### config.mk
export PLATFORM = sky130hd
export DESIGN_NAME = dds_sin_cos_gen
export DESIGN_NICKNAME = d
export VERILOG_FILES = /design/src/rtl/dds_sin_cos_gen.sv
export SDC_FILE = /design/constraint.sdc
export NUM_CORES = 1
export LEC_CHECK = 0
export CORE_MARGIN = 3
export CORE_UTILIZATION = 35
export CTS_CLUSTER_DIAMETER = 200
export DETAILED_ROUTE_END_ITERATION = 10
export DONT_BUFFER_PORTS = 1
export PLACE_DENSITY = 0.56
export SYNTH_ARGS = -nofsm -noshare
export SYNTH_HDL_FRONTEND = slang
export SYNTH_SLANG_ARGS = --single-unit
### constraint.sdc
create_clock -name clk -period 6.2 [get_ports clk]
set_input_delay 1.86 -clock clk [delete_from_list [all_inputs] [get_ports clk]]
set_output_delay 1.86 -clock clk [all_outputs]
set_load 0.01 [all_outputs]
### src/rtl/dds_sin_cos_gen.sv
// Dual-channel DDS: per-channel 8-bit phase accumulator, folded quarter-wave
// sine lookup (255-scaled) and signed amplitude multiply into Q3.13 samples.
module dds_sin_cos_gen (
    input  logic        clk,
    input  logic        rst,
    input  logic        en,
    input  logic        load,
    input  logic [7:0]  amp_sin,
    input  logic [7:0]  amp_cos,
    input  logic [7:0]  phase_sin,
    input  logic [7:0]  phase_cos,
    input  logic [5:0]  freq_sen,
    input  logic [5:0]  freq_cos,
    output logic [15:0] cosine_out,
    output logic [15:0] sine_out
);

    // round(255*sin(2*pi*k/256)) for k = 0..64
    function automatic logic [7:0] quarter_sin(input logic [6:0] idx);
        logic [7:0] q;
        case (idx)
            7'd0:  q = 8'd0;   7'd1:  q = 8'd6;   7'd2:  q = 8'd13;  7'd3:  q = 8'd19;  7'd4:  q = 8'd25;
            7'd5:  q = 8'd31;  7'd6:  q = 8'd37;  7'd7:  q = 8'd44;  7'd8:  q = 8'd50;  7'd9:  q = 8'd56;
            7'd10: q = 8'd62;  7'd11: q = 8'd68;  7'd12: q = 8'd74;  7'd13: q = 8'd80;  7'd14: q = 8'd86;
            7'd15: q = 8'd92;  7'd16: q = 8'd98;  7'd17: q = 8'd103; 7'd18: q = 8'd109; 7'd19: q = 8'd115;
            7'd20: q = 8'd120; 7'd21: q = 8'd126; 7'd22: q = 8'd131; 7'd23: q = 8'd136; 7'd24: q = 8'd142;
            7'd25: q = 8'd147; 7'd26: q = 8'd152; 7'd27: q = 8'd157; 7'd28: q = 8'd162; 7'd29: q = 8'd167;
            7'd30: q = 8'd171; 7'd31: q = 8'd176; 7'd32: q = 8'd180; 7'd33: q = 8'd185; 7'd34: q = 8'd189;
            7'd35: q = 8'd193; 7'd36: q = 8'd197; 7'd37: q = 8'd201; 7'd38: q = 8'd205; 7'd39: q = 8'd208;
            7'd40: q = 8'd212; 7'd41: q = 8'd215; 7'd42: q = 8'd219; 7'd43: q = 8'd222; 7'd44: q = 8'd225;
            7'd45: q = 8'd228; 7'd46: q = 8'd231; 7'd47: q = 8'd233; 7'd48: q = 8'd236; 7'd49: q = 8'd238;
            7'd50: q = 8'd240; 7'd51: q = 8'd242; 7'd52: q = 8'd244; 7'd53: q = 8'd246; 7'd54: q = 8'd247;
            7'd55: q = 8'd249; 7'd56: q = 8'd250; 7'd57: q = 8'd251; 7'd58: q = 8'd252; 7'd59: q = 8'd253;
            7'd60: q = 8'd254; 7'd61: q = 8'd254; 7'd62: q = 8'd255; 7'd63: q = 8'd255; 7'd64: q = 8'd255;
            default: q = 8'd0;
        endcase
        return q;
    endfunction

    // Odd quadrants read the quarter table mirrored (64 - idx), the lower half-wave is negated.
    function automatic logic signed [8:0] sin_lut(input logic [7:0] addr);
        logic [6:0]        idx;
        logic signed [8:0] mag;
        idx = addr[6] ? (7'd64 - {1'b0, addr[5:0]}) : {1'b0, addr[5:0]};
        mag = {1'b0, quarter_sin(idx)};
        return addr[7] ? -mag : mag;
    endfunction

    logic [7:0]         acc_sin;
    logic [7:0]         acc_cos;
    logic signed [8:0]  lut_sin;
    logic signed [8:0]  lut_cos;
    logic [7:0]         addr_sin;
    logic [7:0]         addr_cos;
    logic signed [15:0] prod_sin;
    logic signed [15:0] prod_cos;

    // Cosine is the sine table read a quarter turn ahead.
    assign addr_sin = acc_sin + phase_sin;
    assign addr_cos = acc_cos + phase_cos + 8'd64;

    // The full product always fits in 16 bits, so a 16-bit multiply gives the exact low half.
    assign prod_sin = $signed({{8{amp_sin[7]}}, amp_sin}) * $signed({{7{lut_sin[8]}}, lut_sin});
    assign prod_cos = $signed({{8{amp_cos[7]}}, amp_cos}) * $signed({{7{lut_cos[8]}}, lut_cos});

    always_ff @(posedge clk or negedge rst) begin
        if (!rst) begin
            acc_sin    <= 8'd0;
            acc_cos    <= 8'd0;
            lut_sin    <= 9'sd0;
            lut_cos    <= 9'sd0;
            sine_out   <= 16'd0;
            cosine_out <= 16'd0;
        end else if (en) begin
            acc_sin    <= load ? 8'd0 : acc_sin + {2'b00, freq_sen};
            acc_cos    <= load ? 8'd0 : acc_cos + {2'b00, freq_cos};
            lut_sin    <= sin_lut(addr_sin);
            lut_cos    <= sin_lut(addr_cos);
            sine_out   <= prod_sin;
            cosine_out <= prod_cos;
        end
    end

endmodule

=== After elaboration in Yosys (flattened, before gate mapping) ===
Memories as Yosys holds them, arrays and structs flattened.
Cells that the tools add are included.

* Add/subtract/negate cells: 9
* Multipliers: 2
* Muxes and demuxes: 8

{| class="wikitable"
|+ Operators with widths
! cell !! count
|-
| multiplier 8 x 9 -> 16 bit || 2
|-
| two-way mux 8 bit || 4
|-
| two-way mux 9 bit || 2
|-
| negation 8 -> 9 bit || 2
|-
| adder 8 x 6 -> 8 bit || 2
|-
| adder 8 bit || 2
|-
| two-way mux 7 bit || 2
|-
| subtractor 7 x 6 -> 7 bit (first input constant) || 2
|-
| adder 8 x 7 -> 8 bit (second input constant) || 1
|}

* Memory bits (read-only): 2048
* Memories kept: 2
* Bits of input ports: 48
* Output and inout port bits: 32
* Flip-flop bits (word level): 66

{| class="wikitable"
|+ Memories
! name !! depth !! width !! rd ports !! clocked after Yosys merged registers in !! wr ports !! RTL line !! text
|-
| (no name shown) || 128 || 8 || 1 || 0 || 0 || 21 || <nowiki>case (idx)</nowiki>
|-
| (no name shown) || 128 || 8 || 1 || 0 || 0 || 21 ||
|}

=== Logic depth before layout (Yosys ltp) ===
An unclocked memory read counts as a cell.

* Word-level depth: 8
* Mapped depth: 22

=== Worst setup path before layout ===
No wires, ideal clock.

* Path type: input -> register
* From: input port amp_sin[6]
* To: register sine_out[15]
* Setup time: 0.125 ns
* Buffers on the path: 1
* Stages on the path: 20
* Slack: -0.113 ns
* Arrival time: 6.188 ns
* Cell sequence: clkbuf_1 nand2_1 fa_1 fa_1 inv_1 fa_1 inv_1 fa_1 inv_1 ha_1 inv_1 o21ai_0 a21oi_1 o21ai_0 a21oi_1 nor2b_1 o21a_1 o41ai_1 xnor2_1 mux2_2

* Longest elaborated chain between the ends: 1

{| class="wikitable"
|+ Ends and longest elaborated chain
! item !! RTL line !! text
|-
| start, declared || 8 || <nowiki>input logic [7:0] amp_sin,</nowiki>
|-
| multiplier 8 x 9 -> 16 bit || 63 || <nowiki>assign prod_sin = $signed({{8{amp_sin[7]}}, amp_sin}) * $signed({{7{lut_sin[8]}}, lut_sin});</nowiki>
|-
| end signal, assigned || 79 || <nowiki>sine_out <= prod_sin;</nowiki>
|-
| end, declared || 15 || <nowiki>output logic [15:0] sine_out</nowiki>
|}

No other way between the ends.
A chain may end at the register's enable or synchronous reset.

=== Worst setup path after layout ===
* From: input port amp_sin[7]
* To: register sine_out[14]

The elaborated chain is that of the path after synthesis.

==> reports/summary.txt <==
Outcome = complete, no violations
Cell taking the most area after synthesis = fa_1
Ys async rst share = 100%
Worst hold path stage count = 1
DRC Markers = 0
Reg-to-reg endpoint = sine_out[14]
Post-DP HPWL = 23500 um
Number of enable flip-flop cells after synthesis = 0
Clock Sinks = 66
Setup TNS Final = 0 ns
Die X = 186 um
Global-route wire length before repair = 51500 um
Grt ovf = 0
Smallest hold slack = 0.515 ns
CTS-repair resized insts = 0
Top cells by area, synth = fa_1 21%, dfrtp_1 15%, ha_1 12%, inv_1 6.6%, and2_1 4.6%
Pins Over Slew Limit = 0
CTS tree = yes
YS warnings = 0
Clk Latency, worst-skew pair = 0.36 ns
Share of cells above drive strength 1 = 12.4%
Period utilisation layout = 94.3%
Post-synth net total = 1573
Slew @ Worst Pin = 0.781 ns
Largest net degree at the start of global routing = 67
Launching point of the worst reg2reg path = lut_sin[0]
Unique masters post-synth = 90
Fmax achieved = 171 MHz
Worst hold path type = reg -> reg
Initial core utilization = 35.8%
Per-cell routed wire length = 16.7 um
Arr. time, crit path = 6.10 ns
Placed cell count = 1756
Crit end category = flip-flop
ANT cells = 0
Seq/Total Area, Yosys = 14.5%
Most frequent cells in the layout = 201 x inv_1, 120 x fa_1, 107 x ha_1
Total Nets Final = 1607
H-tree levels = 3
ANT nets after route = 0
Setup CP Type = in -> reg
RSZ-0062 raised after global routing = false
R2r setup slk = 1.26 ns
CP dominant cell by count = fa_1
CTS clk-pin slew, worst paths = 0.07 ns
Number of vias in the routed layout = 9330
Largest fanout on the critical path = 4
Cells after synthesis = 1298
Die H = 186 um
Clock buffer depth = 2
Hold Violations, Final = 0
Final std cells w/o fill = 1772
Rows = 65
Vias in the first global route = 9987
Drt via density = 5.27
Slowest cell on the critical path = fa_1
IO Port Bufs = 0
Hold Path Sink = acc_cos[6]
Area share of the largest cell type after synthesis = 21.1%
Syn-to-layout area delta = 10.6%
Synthesized flop and latch total = 66
Total Wirelength = 29700 um
HP Start = acc_cos[6]
Synthesized area = 0.0114 mm2
Total die area = 0.0347 mm2
Count of final setup violators = 0
Final min period = 5.84 ns
Crit path launch type = input pin
IO Pins = 80
Drt first pass iters = 5
Clock Skew = 0.0111 ns
Worst path max stage delay = 0.54 ns
Gpl congestion = 0.913
Maxcap violations = 0
Main synth FF type = dfrtp_1
Commonest non-fill, non-tap cell in the layout = inv_1
Core Area = 0.0318 mm2
Global Route Usage Sum = 17.9%
CP Cell Sequence = nand2b_1, fa_1, fa_1, inv_1, fa_1, inv_1, fa_1, inv_1, ha_1, o21ai_0, a21boi_0, o21ai_0, a21boi_0, o21ai_0, nand2b_1, a21o_1, a21oi_1, xnor2_1, mux2_2
Worst EP required = 6.45 ns
Root buf cell = clkbuf_16
Mean Syn Cell Area = 8.77 um2
R2R cell count = 19
Cts hold-fix bufs = 0
Initial DRC count = 657
Initial antenna violation count = 0
TritonCTS buffer count = 9
Post-CTS Setup Bufs = 0
Relative slew slack = 47.5%
worst max-delay path, delay by kind of cell:
kind                       cells  cell delay, ns
buffers and inverters          3            0.14
AOI/OAI and AO/OA              7            1.16
muxes                          1            0.25
and+or+nand+nor                2            0.16
xor gates and xnor gates       1            0.08
adders and majority gates      5            2.42
layout make-up:
cell class,instances,area (um2)
clock buffer,11,253
clock inverter,5,52.6
fill,3196,19200
inverter,201,754
multi-input combinational,974,8730
sequential,66,1650
tap,435,544
timing repair buffer,80,613
kinds of logic after synthesis:
family	share of synthesized area [%]
simple gates	17.4
compound gates	16.7
xor+xnor	5.50
buf+inv	8.90
mux	4.01
fa+ha+maj	33.0
flops	14.5
sequential cells by signal, indices dropped and copies added (netlist names):
signal,count
cosine_out,16
sine_out,16
lut_cos,9
lut_sin,9
acc_cos,8
acc_sin,8
metal layers:
metal  up-vias  track usage, %  wire length [um]
met3        32            3.57              1730
li1       4477               -                 -
met1      4555            23.9             13500
met4         0            3.49               421
met2       266            30.4             14100
met5         -               0                 0
synth_stat cells (5+ instances only):
library cell / n
o31ai_1: 6
buf_2: 14
o22ai_1: 6
a21boi_0: 5
nand2_1: 86
ha_1: 107
nand4_1: 14
xnor2_1: 49
o2bb2ai_1: 12
nor2_1: 65
dfrtp_1: 66
mux2_2: 31
a31oi_1: 11
and3_1: 8
a2111oi_0: 7
nor3_1: 22
buf_1: 6
nor4_1: 7
a21oi_1: 45
nand2b_1: 13
and2_1: 84
o211ai_1: 15
xor2_1: 18
nor2b_1: 13
or3_1: 7
o21a_1: 6
fa_1: 120
or2_2: 7
a211oi_1: 10
inv_1: 201
a211o_1: 5
clkbuf_1: 32
mux2i_1: 7
nand3_1: 29
o21ai_0: 44
a21o_1: 25
through the flow:
stage | instance area, um2 | util (%) | setup WS (ns)
finish | 12600 | 39.6 | 0.356
CTS | 12600 | 39.6 | 0.333
global route | 12600 | 39.6 | 0.0145
detailed placement | 12300 | 38.6 | -0.0441
floorplan | 11400 | - | 0.0262
global placement | 12300 | 38.6 | 0.0228
how the worst max path moves through the flow:
| stage | end | start | slack (ns) |
|---|---|---|---|
| floorplan | sine_out[15] | amp_sin[4] | 0.03 |
| global placement | sine_out[14] | amp_sin[7] | 0.02 |
| detailed placement | sine_out[14] | amp_sin[7] | -0.04 |
| CTS | sine_out[14] | amp_sin[7] | 0.33 |
| global route | sine_out[14] | amp_sin[7] | 0.01 |
| finish | sine_out[14] | amp_sin[7] | 0.36 |
Power is left out: the tool's default activity adds up to more than one toggle a clock period on the data nets, which glitch-free logic cannot reach.
